`config.mk`:
```
export PLATFORM = sky130hd
export DESIGN_NAME = fetch_sequencer
export DESIGN_NICKNAME = d
export VERILOG_FILES = /design/src/rtl/fetch_sequencer.sv
export SDC_FILE = /design/constraint.sdc
export NUM_CORES = 1
export LEC_CHECK = 0
export BUFFER_PORTS_ARGS = -buffer_cell sky130_fd_sc_hd__buf_2
export CORE_AREA = 10 10 79 81
export CTS_CLUSTER_DIAMETER = 80
export DETAILED_ROUTE_END_ITERATION = 6
export DIE_AREA = 0 0 89 91
export PLACE_DENSITY = 0.73
export SYNTH_ARGS = -nofsm -noshare
export SYNTH_HDL_FRONTEND = slang
export SYNTH_SLANG_ARGS = --single-unit
```
`constraint.sdc`:
```
create_clock -name clk -period 1.75 [get_ports clk]
set_input_delay 0.175 -clock clk [delete_from_list [all_inputs] [get_ports clk]]
set_output_delay 0.175 -clock clk [all_outputs]
set_load 0.01 [all_outputs]
```
`src/rtl/fetch_sequencer.sv`:
```
// ----------------------------------------------------------------------------
// fetch_sequencer
//
// Fetch/sequencing controller for the program counter's branch/advance port.
// Each instruction walks FETCH -> WAIT_MEM -> ISSUE -> SETUP -> PULSE -> HOLD
// and returns to FETCH. A HALT opcode parks the controller until reset.
// bra_result/bra_valid are held steady for one full clock before the inc_pc
// rising edge and one full clock after its falling edge, so the PC register
// (clocked by inc_pc) always samples a settled branch request.
//
// Configuration macro:
//   BRA_RELATIVE_EN  defined   -> taken target = pc + 1 + signed offset field
//                    undefined -> taken target = instr[ADDRESS_WIDTH-1:0]
//
// Ports:
//   clk          in   system clock, rising edge
//   reset        in   asynchronous, active-high (shared with the PC register)
//   start        in   leave IDLE and begin fetching (level, IDLE only)
//   pc           in   current PC value
//   mem_addr     out  instruction memory read address (held until next fetch)
//   mem_rd       out  one-cycle read strobe
//   mem_rdata    in   instruction memory read data
//   mem_rvalid   in   read data valid (accepted only while waiting for it)
//   instr        out  instruction word to the execute stage
//   instr_valid  out  instr is valid (valid/ready handshake)
//   instr_ready  in   execute stage accepts instr
//   zero_flag    in   ALU zero flag, sampled on the handshake cycle
//   bra_result   out  branch target for the PC
//   bra_valid    out  PC loads bra_result on the next inc_pc edge
//   inc_pc       out  registered single-cycle PC advance strobe
//   busy         out  high in every state except IDLE and HALT
//   halted       out  HALT opcode retired
//
// ADDRESS_WIDTH must not exceed INSTR_WIDTH-4 (the opcode occupies the top
// four instruction bits, the target/offset field the low bits).
// ----------------------------------------------------------------------------
module fetch_sequencer #(
    parameter int ADDRESS_WIDTH = 12,
    parameter int INSTR_WIDTH   = 16
) (
    input  logic                     clk,
    input  logic                     reset,
    input  logic                     start,
    input  logic [ADDRESS_WIDTH-1:0] pc,
    output logic [ADDRESS_WIDTH-1:0] mem_addr,
    output logic                     mem_rd,
    input  logic [INSTR_WIDTH-1:0]   mem_rdata,
    input  logic                     mem_rvalid,
    output logic [INSTR_WIDTH-1:0]   instr,
    output logic                     instr_valid,
    input  logic                     instr_ready,
    input  logic                     zero_flag,
    output logic [ADDRESS_WIDTH-1:0] bra_result,
    output logic                     bra_valid,
    output logic                     inc_pc,
    output logic                     busy,
    output logic                     halted
);

    localparam logic [3:0] OP_BRA  = 4'hC;
    localparam logic [3:0] OP_BRZ  = 4'hD;
    localparam logic [3:0] OP_HALT = 4'hF;

    typedef enum logic [2:0] {
        S_IDLE     = 3'd0,
        S_FETCH    = 3'd1,
        S_WAIT_MEM = 3'd2,
        S_ISSUE    = 3'd3,
        S_SETUP    = 3'd4,
        S_PULSE    = 3'd5,
        S_HOLD     = 3'd6,
        S_HALT     = 3'd7
    } state_t;

    state_t                   state_q, state_d;
    logic [ADDRESS_WIDTH-1:0] mem_addr_q, mem_addr_d;
    logic                     mem_rd_q, mem_rd_d;
    logic [INSTR_WIDTH-1:0]   instr_q, instr_d;
    logic                     instr_valid_q, instr_valid_d;
    logic [ADDRESS_WIDTH-1:0] bra_result_q, bra_result_d;
    logic                     bra_valid_q, bra_valid_d;
    logic                     inc_pc_q, inc_pc_d;
    logic                     busy_q, busy_d;
    logic                     halted_q, halted_d;

    logic [3:0]               opcode_s;
    logic                     taken_s;
    logic [ADDRESS_WIDTH-1:0] target_s;

    // Opcode decode and branch target of the instruction currently on offer.
    always_comb begin
        opcode_s = instr_q[INSTR_WIDTH-1 -: 4];
        case (opcode_s)
            OP_BRA:  taken_s = 1'b1;
            OP_BRZ:  taken_s = zero_flag;
            default: taken_s = 1'b0;
        endcase
`ifdef BRA_RELATIVE_EN
        // Offset is two's complement; modular addition handles the sign.
        target_s = pc + {{(ADDRESS_WIDTH-1){1'b0}}, 1'b1} + instr_q[ADDRESS_WIDTH-1:0];
`else
        target_s = instr_q[ADDRESS_WIDTH-1:0];
`endif
    end

    // Next-state and next-output computation; every output is a flop.
    always_comb begin
        state_d       = state_q;
        mem_addr_d    = mem_addr_q;
        mem_rd_d      = 1'b0;
        instr_d       = instr_q;
        instr_valid_d = instr_valid_q;
        bra_result_d  = bra_result_q;
        bra_valid_d   = bra_valid_q;
        inc_pc_d      = 1'b0;
        halted_d      = halted_q;
        case (state_q)
            S_IDLE: begin
                if (start) begin
                    state_d    = S_FETCH;
                    mem_rd_d   = 1'b1;
                    mem_addr_d = pc;
                end else begin
                    state_d    = S_IDLE;
                end
            end
            S_FETCH: begin
                state_d = S_WAIT_MEM;
            end
            S_WAIT_MEM: begin
                if (mem_rvalid) begin
                    state_d       = S_ISSUE;
                    instr_d       = mem_rdata;
                    instr_valid_d = 1'b1;
                end else begin
                    state_d       = S_WAIT_MEM;
                end
            end
            S_ISSUE: begin
                if (instr_ready) begin
                    instr_valid_d = 1'b0;
                    if (opcode_s == OP_HALT) begin
                        state_d  = S_HALT;
                        halted_d = 1'b1;
                    end else begin
                        state_d      = S_SETUP;
                        bra_valid_d  = taken_s;
                        bra_result_d = taken_s ? target_s : {ADDRESS_WIDTH{1'b0}};
                    end
                end else begin
                    state_d = S_ISSUE;
                end
            end
            S_SETUP: begin
                state_d  = S_PULSE;
                inc_pc_d = 1'b1;
            end
            S_PULSE: begin
                state_d = S_HOLD;
            end
            S_HOLD: begin
                // PC already advanced on the inc_pc edge, so pc is the next fetch address.
                state_d      = S_FETCH;
                mem_rd_d     = 1'b1;
                mem_addr_d   = pc;
                bra_valid_d  = 1'b0;
                bra_result_d = {ADDRESS_WIDTH{1'b0}};
            end
            S_HALT: begin
                state_d = S_HALT;
            end
            default: begin
                state_d = S_IDLE;
            end
        endcase
        busy_d = (state_d != S_IDLE) && (state_d != S_HALT);
    end

    // State and output registers with asynchronous reset.
    always_ff @(posedge clk or posedge reset) begin
        if (reset) begin
            state_q       <= S_IDLE;
            mem_addr_q    <= {ADDRESS_WIDTH{1'b0}};
            mem_rd_q      <= 1'b0;
            instr_q       <= {INSTR_WIDTH{1'b0}};
            instr_valid_q <= 1'b0;
            bra_result_q  <= {ADDRESS_WIDTH{1'b0}};
            bra_valid_q   <= 1'b0;
            inc_pc_q      <= 1'b0;
            busy_q        <= 1'b0;
            halted_q      <= 1'b0;
        end else begin
            state_q       <= state_d;
            mem_addr_q    <= mem_addr_d;
            mem_rd_q      <= mem_rd_d;
            instr_q       <= instr_d;
            instr_valid_q <= instr_valid_d;
            bra_result_q  <= bra_result_d;
            bra_valid_q   <= bra_valid_d;
            inc_pc_q      <= inc_pc_d;
            busy_q        <= busy_d;
            halted_q      <= halted_d;
        end
    end

    assign mem_addr    = mem_addr_q;
    assign mem_rd      = mem_rd_q;
    assign instr       = instr_q;
    assign instr_valid = instr_valid_q;
    assign bra_result  = bra_result_q;
    assign bra_valid   = bra_valid_q;
    assign inc_pc      = inc_pc_q;
    assign busy        = busy_q;
    assign halted      = halted_q;

endmodule

```
Word-level counts from Yosys, hierarchy flattened
Index checks and enable logic that the tools add are counted.

Reduce and logical (&&, ||, !) cells: 11. Equal/unequal tests: 15. Muxes and demuxes: 21.

Operators with widths (number): 12-bit 2-to-1 mux (4); 12-bit case mux with 2 select lines (2); 3-bit case mux with 8 select lines (1); 3-bit == test (second input constant) (4); 4-bit == test (second input constant) (3); 3-bit AND reduction (3); 1-bit 2-to-1 mux (8); 2-bit != test (second input constant) (4); 1-bit case mux with 2 select lines (4); 3-bit by 2-bit == test with 1-bit output (second input constant) (2); 2-bit nonzero test (3); 2-bit AND reduction (2); 3-bit by 1-bit == test with 1-bit output (second input constant) (1); 3-bit zero test (1); 3-bit 2-to-1 mux (1); 3-bit != test (second input constant) (1); 3-bit nonzero test (1); 2-bit 2-to-1 mux (1); 1-bit logical AND (1).

Bits in registers: 49. Bits of input ports: 34. Logic and storage cells: 57. Output and inout bits: 46.

Longest topological paths before layout
Depth in word-level cells: 6. Mapped depth: 6. Gate-level depth less buffers: 3.

Least setup slack after synthesis
No wires, ideal clock.

Path type: register to register. Start: register state_q[2]. End: register instr_q[10], in the netlist instr[10]. Path slack: 0.267 ns. Arrival time: 1.358 ns. Period minus slack after synthesis: 1.483 ns. Buffers on the path: 3. Required time: 1.625 ns. Cell stages (with the launch flop): 7. Setup time: 0.125 ns. Path through: dfrtp_1 buf_6 nor2b_4 and3_4 buf_6 buf_6 mux2_4.

Word-level cells in the longest chain between the ends: 2.

Ends and longest elaborated chain: from (decl) (line 75) `state_t state_q, state_d;`; from (signal assigned) (line 193) `state_q <= state_d;`; 3-bit by 2-bit == test with 1-bit output (line 117) `case (state_q)`; 2-bit AND reduction (no line); to (signal assigned) (line 185) `instr_q <= {INSTR_WIDTH{1'b0}};`; to (signal assigned) (line 196) `instr_q <= instr_d;`; to (decl) (line 78) `logic [INSTR_WIDTH-1:0] instr_q, instr_d;`.

No other way between the ends. A chain may end at the register's enable or synchronous reset.

Worst setup path after layout
Start: register state_q[1]. End: register instr_q[15], in the netlist instr[15].

The elaborated chain is that of the path after synthesis.

==> out/results.ini <==
[drt]
dr.pass1.iters = 4
vias_per_cell = 5.18
drc_errors = 0
num_vias = 1372
drtIter0Drc = 78
antenna_left = 0
wire_per_inst_um = 17.5
wl_um = 4640

[power]
clkPwrFrac_pct = 17.3
switching_power_w = 0.00156
power_frac_seq_pct = 42.1
fin_total_pwr_w = 0.00464
switching_share_pct = 33.7
intPower_w = 0.00308
vdd_drop_max_v = 0.000773
p_per_area_mw_per_mm2 = 1780
combPwrFrac_pct = 40.6
p_leak_nw = 1.36

[clock_tree]
numCtsBuffers = 5
cts_buffer_depth = 2
tritoncts = done
clkTransAtPathRegs_ps = 90
cts-root-buf = clkbuf_8
clk-insertion-delay-late_ps = 300
cts_setup_buffers = 0
htreeDepth = 2
cts_sinks = 49

[yosys]
ys_seq_area_share_pct = 59.6
netlist_instances = 128
ys_seq_elements = 49
yosys_most_used_dff = dfrtp_1
yosys_warnings = 0
async_flop_share_pct = 100
synth_cell_types = 31
synth.avg_cell_area_um2 = 16.1
syn_nets = 162
synth_area_leaders = dfrtp_1 60%, mux2_4 14%, a32o_1 5.8%, mux2_2 4.9%, buf_6 3.3%
synth.top_cell.area_share_pct = 59.6
yosysMostFrequentCell = dfrtp_1
netlist_top_cells_count = 49 x dfrtp_1, 19 x mux2_4, 12 x a32o_1
synth_edf_count = 0
yosysTopAreaCell = dfrtp_1
netlist_area_mm2 = 0.00206

[global_route]
grt.overflow.total = 0
grt_pass1_vias = 1518
grt_pass1_wl_um = 7760
antenna_found_initial = 0
grt.total_usage_pct = 12.0
grt_max_degree = 50

[timing]
period_share_pct = 91.5
slew_headroom_pct = 80.4
setup_violations = 0
finalHoldViolCount = 0
slew_viol_final = 0
fin_skew_ps = 6.74
min_period_ps = 1600
fin_tns_setup_ps = 0
rsz0062_at_grt = no
layout_setup_ws_ps = 149
tightest_slew_ps = 294
timing.fmax_mhz = 624

[layout]
drive_above_1_share_pct = 60.2
diodes = 0
nets = 244
area_delta_synth_final_pct = 26.6
final_util_pct = 55.8

[setup_path]
reg2reg_from = state_q[1]
crit_start = state_q[1]
crit_chain = nor2b_4 -> and3_4 -> mux2_2
critPathSlowestCell = dfrtp_1
criticalPathCategory = reg2reg
cp-start-kind = flop
crit_required_ps = 1940
path_max_fanout = 16
crit_arrival_ps = 1790
endpoint_kind = flop
slowest_delay_ps = 500

[placed_design]
io_buffers = 79
dp_hpwl_um = 3540
pre_cts_ws_ps = 125
gp_congestion = 0.702

[floorplan]
fp.dieH_um = 91
io_pins = 80
start_util_pct = 44.1
rows = 25
die_x_um = 89
core_mm2 = 0.00466
die_area_mm2 = 0.00810

[run]
maxCapViolations = 0

[run_status]
outcome = complete, no violations

[hold_path]
worstHoldStart = mem_rdata[6]
hold_path.class = in2reg

[cell families after synthesis]
| family | Yosys count | share of synthesized area (%) |
|---|---|---|
| simple gates | 15 | 6.70 |
| flops | 49 | 59.6 |
| mux | 28 | 18.8 |
| compound gates | 24 | 10.2 |
| buf+inv | 12 | 4.63 |
[per-stage QoR]
stage,instances,cell area (um2),hold slack [ps]
final,265,2600,98.3
after global routing,265,2600,80.2
after CTS,265,2600,86.7
after detailed placement,256,2480,234
after global placement,256,2480,232
after floorplan,128,2060,323
[final cells by class]
cell class	instances	area (um2)
fill	389	2060
sequential	49	1230
multi-input combinational	67	737
timing repair buffer	84	448
clock buffer	5	68.8
tap	54	67.6
clock inverter	3	43.8
inverter	3	11.3
[metal layers]
layer,global-route usage [%],vias to the layer above,routed length (um)
met5,0,-,0
met4,2.79,0,17
met3,5.54,2,454
met2,18.7,57,2250
met1,14.7,677,1910
li1,-,636,-
[flip-flops by register name, summed over array words and instances, names as in the netlist]
signal / cells
instr: 16
bra_result: 12
mem_addr: 12
state_q: 3
bra_valid: 1
busy: 1
halted: 1
inc_pc: 1
instr_valid: 1
mem_rd: 1
[path summary, 6_finish.rpt]
kind,end,slack [ps],depth (start not counted)
worst max-delay path,instr[15],150,3
worst min-delay path,instr[6],100,2
worst max register to register,instr[15],150,3
worst min register to register,halted,480,1
max in group asynchronous,halted,1060,4
min in group asynchronous,mem_addr[0],470,4
[power by group through the flow]
stage / clock network (W) / logic (W) / registers (W)
finish: 0.000803 / 0.00189 / 0.00195
global route: 0.000878 / 0.00206 / 0.00204
CTS: 0.000831 / 0.00194 / 0.00196
detailed placement: 0 / 0.00194 / 0.00197
global placement: 0 / 0.00190 / 0.00196
floorplan: 0 / 0.00119 / 0.00209
[cell usage in the layout, fill, tap and decap left out, drive strengths merged, types with 2 or more instances in the layout]
cell type,Yosys,routed
buf,8,83
dfrtp,49,49
mux2,28,28
a32o,12,12
clkbuf,1,5
inv,3,4
a21oi,3,3
nor2b,3,3
a21o,2,2
nand2,2,2
nand2b,2,2
nor4b,2,2
[worst max-delay path, delay by kind of cell (launching register included)]
family	cells	cell delay, ps
AND/OR/NAND/NOR	2	610
flip-flops	1	500
multiplexers	1	370
[timing repair]
item	4_1_cts	5_1_grt
gates resized for setup	0	1
hold buffers	1	0
endpoints found under the hold margin	49	0
endpoints found under the setup margin	0	12
No activity file was read; power rests on OpenSTA's default activity.
